===== src/rtl/alu_seq_pkg.sv =====
// Shared types for the ALU sequencer: external ALU opcodes and sequencer FSM states.
package alu_seq_pkg;

    typedef enum logic [2:0] {
        OpAdd = 3'b000,
        OpSub = 3'b001,
        OpAnd = 3'b010,
        OpOr  = 3'b011,
        OpXor = 3'b100,
        OpSll = 3'b101,
        OpSrl = 3'b110,
        OpCas = 3'b111
    } opcode_e;

    typedef enum logic [1:0] {
        StIdle,
        StExec,
        StCasCmp,
        StCasWr
    } state_e;

endpackage


===== src/rtl/alu_seq_regfile.sv =====
// Register file: three operand read ports, one debug read port, two data write ports
// and a flag write to the top register that overrides any data write to the same entry.
module alu_seq_regfile #(
    parameter int unsigned DATA_W   = 32,
    parameter int unsigned NUM_REGS = 8,
    localparam int unsigned ADDR_W  = $clog2(NUM_REGS)
) (
    input  logic              clk,
    input  logic              rst_n,
    input  logic [ADDR_W-1:0] rd1_addr,
    output logic [DATA_W-1:0] rd1_data,
    input  logic [ADDR_W-1:0] rd2_addr,
    output logic [DATA_W-1:0] rd2_data,
    input  logic [ADDR_W-1:0] rd3_addr,
    output logic [DATA_W-1:0] rd3_data,
    input  logic [ADDR_W-1:0] dbg_addr,
    output logic [DATA_W-1:0] dbg_data,
    input  logic              wa_en,
    input  logic [ADDR_W-1:0] wa_addr,
    input  logic [DATA_W-1:0] wa_data,
    input  logic              wb_en,
    input  logic [ADDR_W-1:0] wb_addr,
    input  logic [DATA_W-1:0] wb_data,
    input  logic              flag_en,
    input  logic              flag_val
);

    localparam logic [ADDR_W-1:0] FlagAddr = ADDR_W'(NUM_REGS - 1);

    logic [DATA_W-1:0] regs_q [NUM_REGS];
    logic [DATA_W-1:0] regs_d [NUM_REGS];

    assign rd1_data = regs_q[rd1_addr];
    assign rd2_data = regs_q[rd2_addr];
    assign rd3_data = regs_q[rd3_addr];
    assign dbg_data = regs_q[dbg_addr];

    // Later assignments win: the flag write is applied last.
    always_comb begin
        regs_d = regs_q;
        if (wa_en) regs_d[wa_addr] = wa_data;
        if (wb_en) regs_d[wb_addr] = wb_data;
        if (flag_en) regs_d[FlagAddr] = {{(DATA_W - 1){1'b0}}, flag_val};
    end

    always_ff @(posedge clk or negedge rst_n) begin
        if (!rst_n) begin
            for (int i = 0; i < int'(NUM_REGS); i++) regs_q[i] <= '0;
        end else begin
            regs_q <= regs_d;
        end
    end

endmodule


===== src/rtl/alu_sequencer.sv =====
// Sequences register-to-register commands through an external combinational ALU,
// including a compare-and-swap that sets a flag in the top register.
module alu_sequencer
    import alu_seq_pkg::*;
#(
    parameter int unsigned DATA_W   = 32,
    parameter int unsigned NUM_REGS = 8,
    localparam int unsigned ADDR_W  = $clog2(NUM_REGS),
    localparam int unsigned CMD_W   = 3 + 3 * ADDR_W
) (
    input  logic              clk,
    input  logic              rst_n,
    input  logic [CMD_W-1:0]  cmd,
    input  logic              cmd_valid,
    output logic              cmd_ready,
    output logic [2:0]        alu_op,
    output logic [DATA_W-1:0] alu_a,
    output logic [DATA_W-1:0] alu_b,
    input  logic [DATA_W-1:0] alu_y,
    input  logic              alu_z,
    output logic              done,
    output logic [DATA_W-1:0] res,
    input  logic [ADDR_W-1:0] rd_addr,
    output logic [DATA_W-1:0] rd_data
);

    state_e            state_q;
    opcode_e           op_q;
    logic [ADDR_W-1:0] a1_q, a2_q, a3_q;
    logic              z_q;

    opcode_e           cmd_op;
    logic [ADDR_W-1:0] cmd_a1, cmd_a2, cmd_a3;
    logic [DATA_W-1:0] r1, r2, r3;
    logic              wa_en, wb_en, flag_en;
    logic [ADDR_W-1:0] wa_addr, wb_addr;
    logic [DATA_W-1:0] wa_data, wb_data;

    assign cmd_op = opcode_e'(cmd[CMD_W-1 -: 3]);
    assign cmd_a1 = cmd[3*ADDR_W-1 -: ADDR_W];
    assign cmd_a2 = cmd[2*ADDR_W-1 -: ADDR_W];
    assign cmd_a3 = cmd[ADDR_W-1:0];

    // cmd_ready is registered so it stays low through reset and rises on the first edge after.
    always_ff @(posedge clk or negedge rst_n) begin
        if (!rst_n) begin
            state_q   <= StIdle;
            op_q      <= OpAdd;
            a1_q      <= '0;
            a2_q      <= '0;
            a3_q      <= '0;
            z_q       <= 1'b0;
            cmd_ready <= 1'b0;
            done      <= 1'b0;
            res       <= '0;
        end else begin
            done <= 1'b0;
            unique case (state_q)
                StIdle: begin
                    cmd_ready <= 1'b1;
                    if (cmd_valid && cmd_ready) begin
                        op_q      <= cmd_op;
                        a1_q      <= cmd_a1;
                        a2_q      <= cmd_a2;
                        a3_q      <= cmd_a3;
                        cmd_ready <= 1'b0;
                        state_q   <= (cmd_op == OpCas) ? StCasCmp : StExec;
                    end
                end
                StExec: begin
                    res       <= alu_y;
                    done      <= 1'b1;
                    cmd_ready <= 1'b1;
                    state_q   <= StIdle;
                end
                StCasCmp: begin
                    z_q     <= alu_z;
                    state_q <= StCasWr;
                end
                StCasWr: begin
                    res       <= {{(DATA_W - 1){1'b0}}, z_q};
                    done      <= 1'b1;
                    cmd_ready <= 1'b1;
                    state_q   <= StIdle;
                end
                default: state_q <= StIdle;
            endcase
        end
    end

    always_comb begin
        wa_en   = 1'b0;
        wa_addr = a3_q;
        wa_data = alu_y;
        wb_en   = 1'b0;
        wb_addr = a3_q;
        wb_data = r1;
        flag_en = 1'b0;
        alu_op  = '0;
        alu_a   = '0;
        alu_b   = '0;
        unique case (state_q)
            StExec: begin
                wa_en  = 1'b1;
                alu_op = op_q;
                alu_a  = r1;
                alu_b  = r2;
            end
            StCasCmp: begin
                alu_op = OpSub;
                alu_a  = r1;
                alu_b  = r2;
            end
            StCasWr: begin
                flag_en = 1'b1;
                if (z_q) begin
                    wa_en   = 1'b1;
                    wa_addr = a1_q;
                    wa_data = r3;
                    wb_en   = 1'b1;
                end
            end
            default: ;
        endcase
    end

    alu_seq_regfile #(
        .DATA_W   (DATA_W),
        .NUM_REGS (NUM_REGS)
    ) u_regfile (
        .clk      (clk),
        .rst_n    (rst_n),
        .rd1_addr (a1_q),
        .rd1_data (r1),
        .rd2_addr (a2_q),
        .rd2_data (r2),
        .rd3_addr (a3_q),
        .rd3_data (r3),
        .dbg_addr (rd_addr),
        .dbg_data (rd_data),
        .wa_en    (wa_en),
        .wa_addr  (wa_addr),
        .wa_data  (wa_data),
        .wb_en    (wb_en),
        .wb_addr  (wb_addr),
        .wb_data  (wb_data),
        .flag_en  (flag_en),
        .flag_val (z_q)
    );

endmodule


===== config.mk =====
export PLATFORM = sky130hd
export DESIGN_NAME = alu_sequencer
export DESIGN_NICKNAME = d
export VERILOG_FILES = /design/src/rtl/alu_seq_pkg.sv /design/src/rtl/alu_seq_regfile.sv /design/src/rtl/alu_sequencer.sv
export SDC_FILE = /design/constraint.sdc
export NUM_CORES = 1
export LEC_CHECK = 0
export CAP_MARGIN = 15
export CORE_ASPECT_RATIO = 1.1
export CORE_MARGIN = 1
export CORE_UTILIZATION = 50
export DETAILED_ROUTE_END_ITERATION = 12
export PLACE_DENSITY_LB_ADDON = 0.05
export SLEW_MARGIN = 20
export SYNTH_ARGS = -nofsm -noshare
export SYNTH_HDL_FRONTEND = slang
export SYNTH_SLANG_ARGS = --single-unit

===== constraint.sdc =====
create_clock -name clk -period 3.8 [get_ports clk]
set_input_delay 0.76 -clock clk [delete_from_list [all_inputs] [get_ports clk]]
set_output_delay 0.76 -clock clk [all_outputs]
set_load 0.02 [all_outputs]

-- Yosys cells after proc, flatten, opt, wreduce, memory -nomap -nowiden
Index checks and enable logic that the tools add are counted.
W data, S select, Z words.
- flip-flop bits (word level): 305
- input port bits: 51
- output and inout port bits: 133
- magnitude comparators: 7
- equal/unequal tests: 5
- muxes and demuxes: 39
- bitwise operators: 5
- reduce and logical (&&, ||, !) cells: 9
- operators with widths (operator ; count):
    $bwmux W256 ; 2
    $mux W256 ; 2
    $mux W32 ; 15
    $bmux W32 S3 ; 4
    $demux W32 S3 ; 2
    $pmux W32 S2 ; 1
    $ge A4 B4 Y1 const B ; 5
    $not A3 Y4 ; 5
    $lt A4 B1 Y1 const B ; 2
    $mux W3 ; 2
    $pmux W2 S3 ; 1
    $pmux W3 S2 ; 1
    $mux W1 ; 5
    $eq A2 B2 Y1 const B ; 2
    $mux W2 ; 2
    $pmux W1 S2 ; 2
    $reduce_bool A2 Y1 ; 2
    $reduce_or A2 Y1 ; 2
    $eq A3 B3 Y1 const B ; 1
    $logic_and A1 B1 Y1 ; 3
    $eq A2 B1 Y1 const B ; 1
    $logic_not A2 Y1 ; 1
    $ne A2 B2 Y1 const B ; 1
    $reduce_and A2 Y1 ; 1

-- Logic depth before layout (Yosys ltp)
- depth after elaboration: 12
- depth in mapped cells: 8

-- By module
From an unflattened synthesis, not the netlist that was laid out.
- cells, all modules: 1929
- area total of the unflattened synthesis: 23779.1 um2
- by module, submodules not included (module ; times used ; cells each ; area each (um2) ; sequential area each (um2)):
    alu_seq_regfile ; 1 ; 1653 ; 20683.6 ; 6406.1
    alu_sequencer ; 1 ; 276 ; 3095.5 ; 1226.2

-- Worst setup path after synthesis
Ideal clock, no wire load.
- path type: input to output
- from: input port rd_addr[0]
- to: output port rd_data[0]
- data arrival time: 2.114 ns
- data required time: 3.040 ns
- setup slack: 0.926 ns
- cell stages on the path: 4
- cell sequence: buf_2 -> buf_2 -> mux4_2 -> mux2_2
- word-level cells in the longest chain between the ends: 4
- ends and longest elaborated chain (item ; line ; RTL):
    start, declared ; alu_sequencer.sv:23 ; input logic [ADDR_W-1:0] rd_addr,
    $not A3 Y4 (not written as such) ; alu_seq_regfile.sv:36 ; assign dbg_data = regs_q[dbg_addr];
    $bmux W32 S3 ; alu_seq_regfile.sv:36 ;
    $mux W32 (not written as such) (2 in series) ; alu_seq_regfile.sv:36 ;
    end, declared ; alu_sequencer.sv:24 ; output logic [DATA_W-1:0] rd_data
No other way between the ends. The select of a mux whose other input is x is not followed.

-- Worst setup path after layout
- from: register a1_q[1]
- to: output port alu_a[6]
- word-level cells in the longest chain between the ends: 5
- ends and longest elaborated chain (item ; line ; RTL):
    start, declared ; alu_sequencer.sv:29 ; logic [ADDR_W-1:0] a1_q, a2_q, a3_q;
    start signal, assigned ; alu_sequencer.sv:63 ; a1_q <= cmd_a1;
    $not A3 Y4 (not written as such) ; alu_seq_regfile.sv:33 ; assign rd1_data = regs_q[rd1_addr];
    $bmux W32 S3 ; alu_seq_regfile.sv:33 ;
    $mux W32 (not written as such) (2 in series) ; alu_seq_regfile.sv:33 ;
    $mux W32 ; alu_sequencer.sv:102 ; unique case (state_q)
    end, declared ; alu_sequencer.sv:17 ; output logic [DATA_W-1:0] alu_a,
No other way between the ends. The select of a mux whose other input is x is not followed.

==> flow_metrics.py <==
metrics = {
    "die": {
        "io_pins": 184,
        "die_area_um2": 44660,
        "fp-row-count": 80,
        "die_x_um": 201.6,
        "die_h_um": 221.5,
        "start_util_pct": 50.55,
        "core_area_um2": 43340,
    },
    "detailed_routing": {
        "totalWireLength_mm": 83.66,
        "routed-wl-met2_mm": 38.85,
        "routed-via-count": 18960,
        "highest_layer": "met5",
        "drcViolationCount": 0,
        "wl_met1_mm": 31.57,
        "wl_met3_mm": 9.382,
        "vias_per_cell": 7.445,
        "drt-initial-drc-count": 2132,
        "firstDrtPassIters": 6,
        "antenna_left": 0,
        "wl_per_cell_um": 32.85,
    },
    "worst_setup_path": {
        "start_kind": "flip-flop",
        "reg2reg_from": "state_q[1]$_DFFE_PN0P_",
        "cp-end-kind": "output pin",
        "path_max_fanout": 13,
        "startpoint": "a1_q[1]$_DFFE_PN0P_",
        "cp.required_ns": 3.04,
        "r2r_setup_slack_ns": 0.74,
        "worst-endpoint-arrival_ns": 2.93,
        "worstSetupPathType": "reg2out",
    },
    "place": {
        "dp_hpwl_mm": 51.26,
        "port_buffers": 183,
        "dp_cells": 2481,
        "gp_congestion": 0.8913,
    },
    "synthesis": {
        "syn_area_um2": 21910,
        "ys_warn_count": 0,
        "async_flop_share_pct": 100.0,
        "ys_seq_area_share_pct": 34.84,
        "ys_seq_elements": 305,
        "synth_top_cells_by_area": "dfrtp_1 35%, mux4_2 20%, mux2i_1 8.9%",
        "synth_top_area_cell": "dfrtp_1",
        "syn_area_per_cell_um2": 12.00,
        "synth.most_common_cell": "dfrtp_1",
        "synth_edf_count": 0,
        "synth_common_cells": "305 x dfrtp_1, 197 x nand2_1, 195 x mux2i_1, 194 x o221ai_1, 192 x mux4_2",
        "yosysUniqueCellTypes": 48,
        "synth_nets": 1882,
        "syn_inst": 1825,
        "synth_flop_cell": "dfrtp_1",
        "synth_top_area_share_pct": 34.84,
    },
    "clock_tree": {
        "cts_buffer_depth": 3,
        "clkTransAtPathRegs_ns": 0.06,
        "cts_sinks": 305,
        "h-tree-depth": 2,
        "cts_tree": "built",
        "holdBufCountCts": 0,
        "cts_buffers": 37,
        "cts-root-buf": "clkbuf_16",
        "clk_latency_ns": 0.55,
    },
    "power": {
        "p_total_uw": 30400,
        "leakage_uw": 0.01016,
        "peakVddDrop_mv": 0.6642,
        "p_per_area_nw_per_um2": 1177,
    },
    "finish": {
        "syn_to_final_growth_pct": 17.90,
        "final_layout_size_suffix_gt1_share_pct": 26.71,
        "regArea_um2": 7647,
        "fin_cells": 2547,
        "n_antenna_cell": 0,
        "multi_input_area_um2": 13330,
        "nFillCells": 3573,
        "nNetsFinal": 2004,
    },
    "job": {
        "maxCapViolations": 0,
    },
    "global_route": {
        "grt_pass1_vias": 19070,
        "grt_usage_pct": 37.62,
        "overflow": 0,
        "antenna_found_initial": 1,
        "grt_pass1_wl_mm": 126.2,
        "grt_max_degree": 86,
    },
    "timing": {
        "fin_setup_tns_ns": 0,
        "fin_crit_sh_pct": 97.22,
        "slew_headroom_pct": 28.59,
        "skew_ns": 0.02239,
        "final-setup-viol-count": 0,
        "rsz0062_at_grt": "false",
        "worst_pin_slew_ns": 1.071,
        "max_freq_mhz": 270.7,
        "report.final.slew_viol_count": 0,
        "post-route-min-period_ns": 3.694,
        "hold_viol": 0,
    },
    "status": {
        "status": "complete, no violations",
    },
    "min_path": {
        "min_path_type": "in2async",
    },
}
[repair_timing]
action	4_1_cts	5_1_grt
buffers inserted	1	0
setup endpoints to repair	4	2
endpoints found under the hold margin	0	0
gates resized for setup	0	1
[worst max-delay path, stage by stage (launching register included)]
cell and delay [ns]:
dfrtp_4 0.63, buf_12 0.22, mux4_2 0.54, mux2i_4 0.32, nor2_1 0.11, clkdlybuf4s50_1 0.56
[where the power goes]
group / leakage [uW] / internal (uW) / switching [uW] / total, uW
logic: 0.00581 / 8880 / 10500 / 19300
clock network: 0.000606 / 2200 / 1470 / 3680
registers: 0.00374 / 4910 / 2480 / 7390
[registers in the layout, summed over array words and instances (netlist names), named ones only]
register and count:
u_regfile.regs_q 255, res 32, a1_q 3, a2_q 3
a3_q 3, op_q 3, state_q 2, cmd_ready 1
done 1, z_q 1
[stage by stage]
stage	instance area [um2]	hold WS, ns	utilization [%]	worst slack (ns)
after CTS	25820	0.2237	59.58	0.09027
after global routing	25830	0.2413	59.59	0.006736
after detailed placement	24590	0.4940	56.74	0.3862
after global placement	24570	0.4809	56.68	0.4033
after floorplan	21910	0.4644	-	0.9265
final	25830	0.1875	59.59	0.1057
[cells in the final DEF (no fill, tap or decap), types with 13 or more instances in the layout]
master             n
o22ai_1           64
clkdlybuf4s50_1  179
mux2_2            46
a21oi_1           35
o21ai_0           53
o21ai_1           13
nand2b_1          33
nor2_1           108
o221ai_1         194
buf_4             77
mux2i_1          192
buf_12            22
nand3_1           35
clkbuf_16         37
o31ai_4           32
dfrtp_1          299
nand2_1          195
mux4_2           192
o221ai_2          30
mux2i_4           35
[final timing paths]
check,to,depth (start not counted)
hold reg to reg,op_q[0]$_DFFE_PN0P_,1
hold / removal,u_regfile.regs_q[104]$_DFF_PN0_,1
max in group asynchronous,a3_q[0]$_DFFE_PN0P_,2
min in group clk,op_q[0]$_DFFE_PN0P_,1
setup / recovery,alu_a[6],5
setup reg to reg,u_regfile.regs_q[224]$_DFF_PN0_,6
[per-layer routing]
metal  track usage (%)  vias to the layer above
met3             8.921                      271
met2             57.96                     1412
met1             50.90                     9728
met4             16.28                        2
met5                 0                        -
li1                  -                     7549
[final cells by class]
class                   instances  share of cell area (%)
flip-flops and latches        305                   29.61
clock buffers                  53                   4.089
multi-input cells            1311                   51.61
inverters                       7                  0.1114
repair buffers                285                   11.15
well taps                     574                   2.781
clock inverters                12                  0.6491
[logic make-up after synthesis]
kind of cell	after synthesis	share of synthesized area [%]
AND/OR/NAND/NOR	398	7.710
flip-flops	305	34.84
adder cells (fa/ha/maj)	6	0.3427
buffers and inverters	209	4.912
multiplexers	465	34.30
AO/OA/AOI/OAI	442	17.89
No activity file was read; power rests on OpenSTA's default activity.
